==> src/rtl/cpx_io_req_credit_buf.sv <==
// Registered IO-side CPX request/grant buffer with per-destination outstanding-packet
// credit tracking: one flop stage for req/grant, registered stall/busy, sticky errors.
module cpx_io_req_credit_buf #(
  parameter int NDEST          = 8,
  parameter int DEPTH          = 2,
  parameter int CNTW           = 2,
  parameter bit REQ_ACTIVE_LOW = 1'b1
) (
  input  logic             rclk,
  input  logic             arst_l,
  input  logic [NDEST-1:0] io_cpx_req_cq,
  input  logic [NDEST-1:0] cpx_io_grant_ca,
  input  logic             io_cpx_err_clr,
  output logic [NDEST-1:0] io_cpx_req_bufio_cq_l,
  output logic [NDEST-1:0] cpx_io_grant_bufio_ca,
  output logic [NDEST-1:0] io_cpx_stall_cq,
  output logic             io_cpx_busy,
  output logic             io_cpx_ovfl_err,
  output logic             io_cpx_undfl_err
);

  localparam logic [CNTW-1:0] DEPTH_C = CNTW'(DEPTH);
  localparam logic [CNTW-1:0] ONE_C   = CNTW'(1);

  logic [CNTW-1:0]  cnt_q [NDEST];
  logic [CNTW-1:0]  cnt_d [NDEST];
  logic [NDEST-1:0] req_q, req_d;
  logic [NDEST-1:0] grant_q, grant_d;
  logic             ovfl_q, ovfl_d;
  logic             undfl_q, undfl_d;

  logic [NDEST-1:0] full;
  logic [NDEST-1:0] empty;
  logic [NDEST-1:0] acc;
  logic [NDEST-1:0] ret;

  always_comb begin
    full  = '0;
    empty = '0;
    for (int d = 0; d < NDEST; d++) begin
      full[d]  = (cnt_q[d] == DEPTH_C);
      empty[d] = (cnt_q[d] == '0);
    end
  end

  // A request at full is dropped even when a grant frees a slot in the same cycle.
  assign acc = io_cpx_req_cq & ~full;
  assign ret = cpx_io_grant_ca & ~empty;

  always_comb begin
    for (int d = 0; d < NDEST; d++) begin
      cnt_d[d] = cnt_q[d];
      if (acc[d] && !ret[d]) begin
        cnt_d[d] = cnt_q[d] + ONE_C;
      end else if (ret[d] && !acc[d]) begin
        cnt_d[d] = cnt_q[d] - ONE_C;
      end
    end
  end

  always_comb begin
    req_d   = acc;
    grant_d = cpx_io_grant_ca;
    ovfl_d  = ovfl_q;
    undfl_d = undfl_q;
    if (io_cpx_err_clr) begin
      ovfl_d  = 1'b0;
      undfl_d = 1'b0;
    end
    // New error events win over a same-cycle clear.
    if (|(io_cpx_req_cq & full)) begin
      ovfl_d = 1'b1;
    end
    if (|(cpx_io_grant_ca & empty)) begin
      undfl_d = 1'b1;
    end
  end

  always_ff @(posedge rclk or negedge arst_l) begin
    if (!arst_l) begin
      for (int d = 0; d < NDEST; d++) begin
        cnt_q[d] <= '0;
      end
      req_q   <= '0;
      grant_q <= '0;
      ovfl_q  <= 1'b0;
      undfl_q <= 1'b0;
    end else begin
      for (int d = 0; d < NDEST; d++) begin
        cnt_q[d] <= cnt_d[d];
      end
      req_q   <= req_d;
      grant_q <= grant_d;
      ovfl_q  <= ovfl_d;
      undfl_q <= undfl_d;
    end
  end

  generate
    if (REQ_ACTIVE_LOW) begin : g_req_low
      assign io_cpx_req_bufio_cq_l = ~req_q;
    end else begin : g_req_high
      assign io_cpx_req_bufio_cq_l = req_q;
    end
  endgenerate

  assign cpx_io_grant_bufio_ca = grant_q;
  assign io_cpx_stall_cq       = full;
  assign io_cpx_busy           = |(~empty);
  assign io_cpx_ovfl_err       = ovfl_q;
  assign io_cpx_undfl_err      = undfl_q;

endmodule

==> config.mk <==
export PLATFORM = sky130hd
export DESIGN_NAME = cpx_io_req_credit_buf
export DESIGN_NICKNAME = d
export VERILOG_FILES = /design/src/rtl/cpx_io_req_credit_buf.sv
export SDC_FILE = /design/constraint.sdc
export NUM_CORES = 1
export LEC_CHECK = 0
export BUFFER_PORTS_ARGS = -buffer_cell sky130_fd_sc_hd__buf_2
export CAP_MARGIN = 10
export CORE_ASPECT_RATIO = 0.75
export CORE_UTILIZATION = 45
export CTS_CLUSTER_DIAMETER = 60
export DETAILED_ROUTE_END_ITERATION = 12
export GPL_TIMING_DRIVEN = 0
export PLACE_DENSITY = 0.8
export SETUP_SLACK_MARGIN = 0.2
export SLEW_MARGIN = 25
export SYNTH_ARGS = -nofsm -noshare
export SYNTH_HDL_FRONTEND = slang
export SYNTH_SLANG_ARGS = --single-unit
==> constraint.sdc <==
create_clock -name rclk -period 1.4 [get_ports rclk]
set_clock_uncertainty 0.2 [all_clocks]
set_input_delay 0.14 -clock rclk [delete_from_list [all_inputs] [get_ports rclk]]
set_output_delay 0.14 -clock rclk [all_outputs]
set_load 0.05 [all_outputs]
==> impl_metrics.ini, run 1 <==
[sta]
whs_ps = -291.5
rsz0062_at_grt = yes
setup-violations-final = 26
setup_tns_ps = -6007
period_share = 1.422
timing.final.ws_setup_ps = -590.7
timing.max_slew.rel_slack = 0.4864
final.min_clock_period_ps = 1991
max_freq_mhz = 502.3
finalHoldViolations = 39
max_slew.worst_pin.slew_ps = 770.4
maxSlewViolCount = 0

[pwr]
power.static_leakage_uw = 0.001444
power_density_mw_per_mm2 = 2708
worst_ir_drop_vdd_v = 0.001730

[floorplan]
initial_utilization = 0.4722
die_h_um = 52.87
die_footprint_sq_mm = 0.003692
number_of_ports_placed_on_the_die_boundary = 46
core-area_sq_mm = 0.003288
die-width_um = 69.83
std_cell_rows = 18

[placed_design]
final_estimated_routing_congestion_in_global_placement = 0.7413
dp_slack_ps = -337.9
port_buffers = 45
detailedPlacementHpwl_um = 2374

[clock_tree]
cts.hold.buffers_added = 9
cts_htree_levels = 2
cts.sinks = 34
cts.root.buffer_cell = sky130_fd_sc_hd__clkbuf_8
clockBufferDepth = 2
worst_setup_hold_path_clk_slew_ps = 80
worst_skew_pair.late_latency_ps = 300
tritoncts.num_buffers = 5
cts_tree = built

[finish]
area_growth_syn_to_layout_pct = 97.10
layout-drive-gt1-share = 0.6735
num_antenna_cells = 0
layout.nets = 271

[synthesis]
postSynthRegisterBits = 34
syn_inst = 135
synth.lib_cells_used.distinct = 25
synth_largest_type_area_fraction = 0.5479
post_synth_main_area_contributors = sky130_fd_sc_hd__dfrtp_1 (55%), sky130_fd_sc_hd__xor2_1 (9.0%), sky130_fd_sc_hd__ha_1 (6.4%)
synth.yosys.warnings = 0
synth_largest_area_cell = sky130_fd_sc_hd__dfrtp_1
post_synth.cell_area_avg_sq_um = 11.50
synth.cell_area_sq_mm = 0.001553
synthesis.nets = 162
yosysSeqAreaShare = 0.5479

[setup_path]
worstSetupPathType = register to output pin
reg2reg_setup_slack_ps = -440
crit_arrival_ps = 1650
required_ps = 1060
crit_path_max_fanout = 3
critPathLaunchType = register
timing.critical_path.to_type = output pin

[route]
wl_met2_um = 3165
drt-total-wl_um = 6139
drc = 0
dr_total_vias = 1493
drtAntennaViolNets = 0
routed_wire_length_per_instance_um = 21.54
dr.first_iter.drc_count = 43
detailroute.wirelength.met3_um = 314
wirelength_met1_um = 2411
number_of_optimization_iterations_in_the_first_detailed_route_pass = 4
highest-signal-layer = met4
via_per_inst = 5.239

[global_routing]
grt_max_degree = 35
overflow = 0
grt_first_pass_wirelength_um = 7355
grt_pass1_vias = 1449
track_usage = 0.2821
grt_antenna_before_repair = 0

[outcome]
run_status = finished with violations
failed_checks = negative hold slack, negative setup slack

[job]
max_cap_violations = 0

[min_path]
hp-class = input pin to async pin
[state kept, by name, indices dropped and copies added (netlist names)]
name and cells:
io_cpx_undfl_err 1, cnt_q 16, io_cpx_ovfl_err 1, cpx_io_grant_bufio_ca 8, req_q 8
[where the power goes]
group          total [uW]  leakage, uW  switching (uW)  internal, uW
Clock                 767    0.0000482             370           397
Combinational        5760      0.00101            2830          2930
Sequential           1760     0.000390             379          1380
Total                8290      0.00144            3580          4710
[cell usage after synthesis]
library cell,count
sky130_fd_sc_hd__a22o_1,1
sky130_fd_sc_hd__nor2b_1,14
sky130_fd_sc_hd__buf_4,1
sky130_fd_sc_hd__nor4_1,2
sky130_fd_sc_hd__or3_1,1
sky130_fd_sc_hd__nor2_1,13
sky130_fd_sc_hd__xor2_1,16
sky130_fd_sc_hd__a221o_1,1
sky130_fd_sc_hd__nand3_1,1
sky130_fd_sc_hd__dfrtp_1,34
sky130_fd_sc_hd__xnor2_1,8
sky130_fd_sc_hd__a222oi_1,1
sky130_fd_sc_hd__clkbuf_1,2
sky130_fd_sc_hd__o21ai_0,8
sky130_fd_sc_hd__nand4_1,2
sky130_fd_sc_hd__and2b_2,1
sky130_fd_sc_hd__ha_1,8
sky130_fd_sc_hd__nand3b_1,4
sky130_fd_sc_hd__nor3b_1,3
sky130_fd_sc_hd__and3_1,1
sky130_fd_sc_hd__a2111oi_0,1
sky130_fd_sc_hd__and3b_1,1
sky130_fd_sc_hd__inv_1,9
sky130_fd_sc_hd__nor2b_2,1
sky130_fd_sc_hd__a22oi_1,1
[worst paths after layout]
path,cells past startpoint,endpoint,startpoint
max,5,io_cpx_busy,cnt_q[4]
max reg2reg,8,cnt_q[5],cnt_q[4]
max in group asynchronous,1,cnt_q[12],arst_l
min reg2reg,2,cnt_q[3],cnt_q[3]
min in group rclk,2,req_q[5],io_cpx_req_cq[5]
min,1,cpx_io_grant_bufio_ca[4],arst_l
[cells in the final DEF (no fill, tap or decap), types with 6 or more instances in the layout]
cell and count:
sky130_fd_sc_hd__buf_2 18, sky130_fd_sc_hd__buf_4 34, sky130_fd_sc_hd__buf_6 31, sky130_fd_sc_hd__buf_8 12, sky130_fd_sc_hd__clkbuf_8 7, sky130_fd_sc_hd__dfrtp_1 26, sky130_fd_sc_hd__dfrtp_2 8, sky130_fd_sc_hd__dlygate4sd3_1 9
sky130_fd_sc_hd__ha_4 8, sky130_fd_sc_hd__inv_1 6, sky130_fd_sc_hd__nor2_1 9, sky130_fd_sc_hd__nor2b_4 15, sky130_fd_sc_hd__o21ai_2 6, sky130_fd_sc_hd__xnor2_2 6, sky130_fd_sc_hd__xor2_1 10
[timing repair]
item / in CTS / in global routing
buffers inserted: 27 / 21
pin swaps: 12 / 15
hold endpoints to repair: 50 / 39
gates resized for setup: 100 / 48
setup endpoints to repair: 45 / 43
[final cells by class]
cell class	instances	area [sq um]
Buffer	3	40.04
Clock buffer	7	86.33
Clock inverter	1	5.005
Fill cell	93	227.7
Inverter	9	33.78
Multi-Input combinational cell	89	1046
Sequential cell	34	860.8
Tap cell	40	50.05
Timing Repair Buffer	102	938.4
[logic make-up after synthesis]
group                      share of synthesized area
buffers and inverters                        0.03143
xor gates and xnor gates                      0.1354
DFF                                           0.5479
AOI/OAI and AO/OA                            0.05480
adders and majority gates                    0.06447
and+or+nand+nor                               0.1660
[stage by stage]
stage | instances | area (sq um) | power [uW] | util
after floorplan | 135 | 1663 | 3957 | -
after CTS | 264 | 2689 | 6814 | 0.8177
after global routing | 285 | 3060 | 8595 | 0.9307
after global placement | 220 | 1938 | 4391 | 0.5894
final | 285 | 3060 | 8286 | 0.9307
after detailed placement | 220 | 1938 | 4544 | 0.5894
[worst max-delay path, stage by stage (launching register included)]
cell and delay, ps:
sky130_fd_sc_hd__dfrtp_1 380, sky130_fd_sc_hd__buf_6 130, sky130_fd_sc_hd__nor4_4 310, sky130_fd_sc_hd__and3_1 240, sky130_fd_sc_hd__nand4_1 120, sky130_fd_sc_hd__buf_6 180
[metal layers]
layer | vias to the layer above | track usage
met5 | - | 0
met4 | 0 | 0.1233
met3 | 20 | 0.08952
met2 | 69 | 0.5000
met1 | 742 | 0.3201
li1 | 662 | -
Power figures use the tool's default switching activity.
==> run 2: changes to the inputs <==
--- a/config.mk
+++ b/config.mk
@@ -12,7 +12,7 @@
 export CTS_CLUSTER_DIAMETER = 60
 export DETAILED_ROUTE_END_ITERATION = 12
 export GPL_TIMING_DRIVEN = 0
-export PLACE_DENSITY = 0.8
+export PLACE_DENSITY = 0.74
 export SETUP_SLACK_MARGIN = 0.2
 export SLEW_MARGIN = 25
 export SYNTH_ARGS = -nofsm -noshare
==> run 2 against run 1 <==
Against the previous run: the run still ends with negative hold slack, negative setup slack left; cell area is 5.6% lower; clock-buffer cell count rose by 1; worst hold slack improved by 21 ps; final cell count is 4.6% lower; register-to-register slack worse by 130 ps; largest power group unchanged.
==> impl_metrics.ini, run 2 (synthesized netlist as in run 1, its figures left out) <==
[setup_path]
critPathLaunchType = register
timing.critical_path.to_type = output pin
required_ps = 1060
worstSetupPathType = register to output pin
crit_arrival_ps = 1680
r2r_cells = 10
crit_path_max_fanout = 6

[floorplan]
die_footprint_sq_mm = 0.003692
std_cell_rows = 18
number_of_ports_placed_on_the_die_boundary = 46
core-area_sq_mm = 0.003288
initial_utilization = 0.4722
die_h_um = 52.87
die-width_um = 69.83

[global_routing]
overflow = 0
grt_antenna_before_repair = 0
grt_pass1_vias = 1378
grt_first_pass_wirelength_um = 6906
track_usage = 0.2553
grt_max_degree = 35

[finish]
mostFrequentLayoutCell = sky130_fd_sc_hd__buf_6
fin_util = 0.8790
area_growth_syn_to_layout_pct = 86.14
layout-drive-gt1-share = 0.6250
mostFrequentLayoutCells = sky130_fd_sc_hd__buf_6 (27), sky130_fd_sc_hd__dfrtp_1 (26), sky130_fd_sc_hd__buf_4 (24)
layout.nets = 258
num_antenna_cells = 0
top_register = cnt_q
largest_register_ffs = 16
instances_no_fill = 272

[sta]
maxSlewViolCount = 0
final.min_clock_period_ps = 2019
period_share = 1.442
rsz0062_at_grt = yes
whs_ps = -270.2
max_freq_mhz = 495.3
max_slew.worst_pin.slew_ps = 785.6
setup_tns_ps = -5651
timing.max_slew.rel_slack = 0.4763
setup-violations-final = 27
finalHoldViolations = 41
timing.final.ws_setup_ps = -618.9

[job]
max_cap_violations = 0

[clock_tree]
cts_tree = built
worst_skew_pair.late_latency_ps = 290
worst_setup_hold_path_clk_slew_ps = 70
cts.sinks = 34
cts.root.buffer_cell = sky130_fd_sc_hd__clkbuf_8
cts_htree_levels = 2
clockBufferDepth = 2
tritoncts.num_buffers = 5
cts.hold.buffers_added = 9

[route]
drtAntennaViolNets = 0
dr_total_vias = 1453
number_of_optimization_iterations_in_the_first_detailed_route_pass = 4
drc = 0
dr.first_iter.drc_count = 108
routed_wire_length_per_instance_um = 19.46
via_per_inst = 5.342
drt-total-wl_um = 5294

[placed_design]
port_buffers = 45
final_estimated_routing_congestion_in_global_placement = 0.7230
dpl.cell_count = 220
detailedPlacementHpwl_um = 2247

[outcome]
failed_checks = negative hold slack, negative setup slack
run_status = finished with violations

[pwr]
worst_ir_drop_vdd_v = 0.001669
power_density_mw_per_mm2 = 2659
power.static_leakage_uw = 0.001365

[min_path]
hp-class = input pin to async pin
run 2: cell types whose count changed in the layout (fill, tap and decap cells not counted), moves of 3 or more:
cell | before | now
sky130_fd_sc_hd__nor2b_4 | 15 | 12
sky130_fd_sc_hd__buf_4 | 34 | 24
sky130_fd_sc_hd__nor2b_2 | 0 | 3
sky130_fd_sc_hd__xor2_1 | 10 | 14
sky130_fd_sc_hd__o21ai_2 | 6 | 3
sky130_fd_sc_hd__xor2_2 | 5 | 2
sky130_fd_sc_hd__inv_1 | 6 | 3
sky130_fd_sc_hd__buf_6 | 31 | 27
sky130_fd_sc_hd__inv_2 | 3 | 6
run 2: critical path, cell delays in order, from the launching register on:
cell	delay, ps
sky130_fd_sc_hd__dfrtp_2	490
sky130_fd_sc_hd__nor4_1	480
sky130_fd_sc_hd__nand4_1	220
sky130_fd_sc_hd__buf_6	200
run 2: path summary, 6_finish.rpt:
path	startpoint	endpoint	slack, ps
setup / recovery	cnt_q[6]	io_cpx_busy	-620
hold / removal	arst_l	cnt_q[8]	-270
hold reg to reg	cnt_q[10]	cnt_q[10]	370
min in group rclk	io_cpx_req_cq[0]	req_q[0]	-70
setup reg to reg	cnt_q[4]	cnt_q[5]	-570
max in group asynchronous	arst_l	cnt_q[12]	710
run 2: cell type report:
class | instances | area, sq um
multi-input combinational | 89 | 962.2
clock buffer | 8 | 110.1
inverter | 9 | 33.78
timing repair buffer | 89 | 833.3
fill | 140 | 397.9
sequential | 34 | 860.8
buffer | 3 | 40.04
tap | 40 | 50.05
run 2: power breakdown:
part | internal [uW] | total (uW) | switching (uW) | leakage [uW]
logic | 2540 | 5000 | 2460 | 0.000918
clock network | 497 | 869 | 372 | 0.0000575
registers | 1380 | 1810 | 437 | 0.000390
total | 4410 | 7680 | 3270 | 0.00137
run 2: metrics by stage:
step | area, sq um | setup WS [ps] | total power (uW) | hold WS [ps]
after global routing | 2890 | -692.5 | 8000 | -224.8
after CTS | 2676 | -475.9 | 6759 | -255.2
final | 2890 | -618.9 | 7684 | -270.2
after floorplan | 1663 | -436.5 | 3957 | -355.6
after detailed placement | 1938 | -271.3 | 4493 | 51.52
after global placement | 1938 | -287.7 | 4391 | 44.04
run 2: metal layers:
layer  vias to the layer above  routed length [um]  global-route usage
met4                         0                  91             0.08667
met3                        12                 264             0.06667
met1                       749                2201              0.3374
met2                        49                2736              0.4135
met5                         -                   0                   0
li1                        643                   -                   -
run 2: what timing repair did:
| item | 4_1_cts | 5_1_grt |
|---|---|---|
| endpoints found under the hold margin | 50 | 41 |
| resized for setup | 96 | 40 |
| endpoints found under the setup margin | 44 | 45 |
| buffers inserted | 24 | 11 |
| pin swaps | 15 | 8 |
==> run 3: changes to the inputs <==
--- a/config.mk
+++ b/config.mk
@@ -5,14 +5,15 @@
 export SDC_FILE = /design/constraint.sdc
 export NUM_CORES = 1
 export LEC_CHECK = 0
+export ABC_AREA = 1
 export BUFFER_PORTS_ARGS = -buffer_cell sky130_fd_sc_hd__buf_2
 export CAP_MARGIN = 10
 export CORE_ASPECT_RATIO = 0.75
-export CORE_UTILIZATION = 45
+export CORE_UTILIZATION = 46
 export CTS_CLUSTER_DIAMETER = 60
 export DETAILED_ROUTE_END_ITERATION = 12
 export GPL_TIMING_DRIVEN = 0
-export PLACE_DENSITY = 0.74
+export PLACE_DENSITY = 0.75
 export SETUP_SLACK_MARGIN = 0.2
 export SLEW_MARGIN = 25
 export SYNTH_ARGS = -nofsm -noshare
==> constraint.sdc (replaced) <==
create_clock -name rclk -period 1.4 [get_ports rclk]
set_clock_uncertainty 0.2 [all_clocks]
set_input_delay 0.07 -clock rclk [delete_from_list [all_inputs] [get_ports rclk]]
set_output_delay 0.07 -clock rclk [all_outputs]
set_load 0.05 [all_outputs]
==> run 3 against run 2 <==
Against the previous run: the flow finishes with violations (design-rule violations, negative setup slack); first-iteration DRC count fell by 30%; sequential power is essentially flat; combinational power grew 2%; critical path type is now register to register; via count rose by 16%; non-clock buffer count grew 10; worst setup slack gained 380 ps; clock-buffer cell count decreased by 1; global-route usage fell by 1.2 points; sequential share of layout area fell by 1.1 points; utilization rose by 1.7 points; largest cell class unchanged; sequential cell count stayed put; synthesized cell count rose by 42%.
==> impl_metrics.ini, run 3 <==
[setup_path]
crit_slowest_cell = sky130_fd_sc_hd__dfrtp_2
critPathLaunchType = register
required_ps = 1380
crit_arrival_ps = 1620
crit_path_max_fanout = 4
timing.critical_path.to_type = register
crit_path_cell_trace = buf_6, o21ai_1, ha_4, nand3b_1, xor2_1
worstSetupPathType = register to register
crit-reg2reg-capture = cnt_q[1]
r2r_cells = 5
worst_r2r_src = cnt_q[0]
reg2reg_setup_slack_ps = -240
delay_of_the_slowest_cell_on_the_worst_path_ps = 430

[clock_tree]
cts_tree = built
cts.sinks = 34
worst_setup_hold_path_clk_slew_ps = 70
clockBufferDepth = 2
cts.root.buffer_cell = sky130_fd_sc_hd__clkbuf_8
tritoncts.num_buffers = 5
cts_htree_levels = 2
worst_skew_pair.late_latency_ps = 290

[sta]
period_share = 1.171
final.min_clock_period_ps = 1639
max_freq_mhz = 610.1
whs_ps = 3.483
setup_tns_ps = -2762
setup-violations-final = 24
timing.max_slew.rel_slack = 0.6866
maxSlewViolCount = 0
rsz0062_at_grt = yes
max_slew.worst_pin.slew_ps = 470.2
timing.final.ws_setup_ps = -239.2
finalHoldViolations = 0

[outcome]
failed_checks = design-rule violations, negative setup slack
run_status = finished with violations

[global_routing]
overflow = 0
track_usage = 0.2432
grt_antenna_before_repair = 0
grt_first_pass_wirelength_um = 6948
grt_pass1_vias = 1602
grt_max_degree = 35

[floorplan]
initial_utilization = 0.4918
core-area_sq_mm = 0.003356
die_h_um = 53.87
number_of_ports_placed_on_the_die_boundary = 46
std_cell_rows = 18
die_footprint_sq_mm = 0.003834
die-width_um = 71.17

[min_path]
timing.hold.worst_endpoint = cnt_q[14]
hp-class = input pin to register
timing.hold.worst.start = cpx_io_grant_ca[0]
min_delay_path_depth = 4

[synthesis]
synth.lib_cells_used.distinct = 14
synth.yosys.warnings = 0
number_of_flops_mapped_to_enable_cells_by_yosys = 0
postSynthRegisterBits = 34
syn_inst = 192
synth_largest_type_area_fraction = 0.5155
synth.most_common_cell = sky130_fd_sc_hd__inv_1
post_synth_main_area_contributors = sky130_fd_sc_hd__dfrtp_1 (52%), sky130_fd_sc_hd__inv_1 (9.6%), sky130_fd_sc_hd__nand2_1 (9.3%)
synth_largest_area_cell = sky130_fd_sc_hd__dfrtp_1
ys.flop_type = sky130_fd_sc_hd__dfrtp_1
synthesis.nets = 219
ys_async_sr_fraction = 1.000
synth.cell_area_sq_mm = 0.001650
synth.cells.most_frequent = sky130_fd_sc_hd__inv_1 (42), sky130_fd_sc_hd__nand2_1 (41), sky130_fd_sc_hd__dfrtp_1 (34), sky130_fd_sc_hd__nor2_1 (23), sky130_fd_sc_hd__nand3_1 (9)
yosysSeqAreaShare = 0.5155
post_synth.cell_area_avg_sq_um = 8.595

[pwr]
switch_pwr_uw = 3421
switching_share = 0.4483
seqPwrFrac = 0.233
combPwrFrac = 0.669
clk_pwr_share = 0.098
internal_power_uw = 4209
fin_total_pwr_uw = 7630
power.static_leakage_uw = 0.001472
worst_ir_drop_vdd_v = 0.001622
power_density_mw_per_mm2 = 2538

[placed_design]
dp_slack_ps = -289.3
port_buffers = 45
final_estimated_routing_congestion_in_global_placement = 0.7217
dpl.cell_count = 277
detailedPlacementHpwl_um = 2347

[job]
max_cap_violations = 0

[route]
number_of_optimization_iterations_in_the_first_detailed_route_pass = 10
drtAntennaViolNets = 0
drc = 2
routed_wire_length_per_instance_um = 15.86
via_per_inst = 4.933
dr.first_iter.drc_count = 76
dr_total_vias = 1687
drt-total-wl_um = 5423

[finish]
layout.nets = 328
top_register = cnt_q
mostFrequentLayoutCell = sky130_fd_sc_hd__nand2_1
largest_register_ffs = 16
mostFrequentLayoutCells = sky130_fd_sc_hd__nand2_1 (32), sky130_fd_sc_hd__buf_4 (31), sky130_fd_sc_hd__inv_1 (30)
instances_no_fill = 342
num_antenna_cells = 0
area_growth_syn_to_layout_pct = 82.18
layout-drive-gt1-share = 0.5397
-- run 3: cell types whose count changed after synthesis, sizes merged, moves of 3 or more --
cell | before | now
xor2 | 16 | 8
nor3b | 3 | 0
nand3b | 4 | 8
nand2 | 0 | 41
nand3 | 1 | 9
nor2b | 15 | 0
nor2 | 13 | 25
inv | 9 | 43
-- run 3: timing repair --
action	in CTS	in global routing
hold buffers	17	0
gates resized for setup	63	44
endpoints found under the setup margin	34	62
endpoints found under the hold margin	53	0
pin swaps	13	28
buffers inserted	27	13
-- run 3: final cells by class --
class | count | area [sq um]
multi-input cells | 115 | 965.9
repair buffers | 102 | 875.8
flip-flops and latches | 34 | 862.1
fillers | 132 | 349.1
inverters | 43 | 161.4
clock buffers | 7 | 86.33
well taps | 40 | 50.05
clock inverters | 1 | 5.005
-- run 3: logic make-up (layout without fill, tap and decap cells) --
| kind of cell | count (synthesis) | in the layout | synth area share |
|---|---|---|---|
| fa+ha+maj | 8 | 8 | 0.06065 |
| simple gates | 85 | 85 | 0.2229 |
| flops | 34 | 34 | 0.5155 |
| xor+xnor | 16 | 16 | 0.08492 |
| buf+inv | 43 | 153 | 0.09780 |
| compound gates | 6 | 6 | 0.01819 |
-- run 3: per-stage QoR --
step,util,area (sq um)
finish,0.8960,3007
global route,0.8960,3007
CTS,0.8035,2696
detailed placement,0.6014,2018
global placement,0.6014,2018
floorplan,-,1743
-- run 3: worst max-delay path, delay by kind of cell (launching register included) --
kind / cells / cell delay [ps]
DFF: 1 / 430
adders and majority gates: 1 / 240
AOI/OAI and AO/OA: 1 / 220
and+or+nand+nor: 1 / 160
buffers and inverters: 1 / 140
xor gates and xnor gates: 1 / 140
-- run 3: how the worst max path moves through the flow --
stage / from / endpoint / slack (ps) / cells after the start
2_1_floorplan: cnt_q[13] / cnt_q[13] / -320 / 6
3_3_place_gp: cnt_q[2] / cnt_q[3] / -260 / 6
3_5_place_dp: cnt_q[2] / cnt_q[3] / -290 / 6
4_1_cts: cnt_q[6] / io_cpx_busy / -250 / 5
5_1_grt: cnt_q[6] / cnt_q[7] / -270 / 6
6_report: cnt_q[0] / cnt_q[1] / -240 / 5
-- run 3: routing by layer --
metal / up-vias / global-route usage / routed length, um
li1: 793 / - / -
met2: 61 / 0.4460 / 2943
met3: 18 / 0.04869 / 283
met1: 815 / 0.2937 / 2057
met4: 0 / 0.08000 / 138
met5: - / 0 / 0
-- run 3: power by group through the flow --
stage	combinational, uW	clock (uW)	sequential, uW
after floorplan	2180	0	1790
after global placement	2720	0	1720
after detailed placement	2780	0	1740
after CTS	4070	770	1680
after global routing	5410	790	1820
final	5100	745	1780
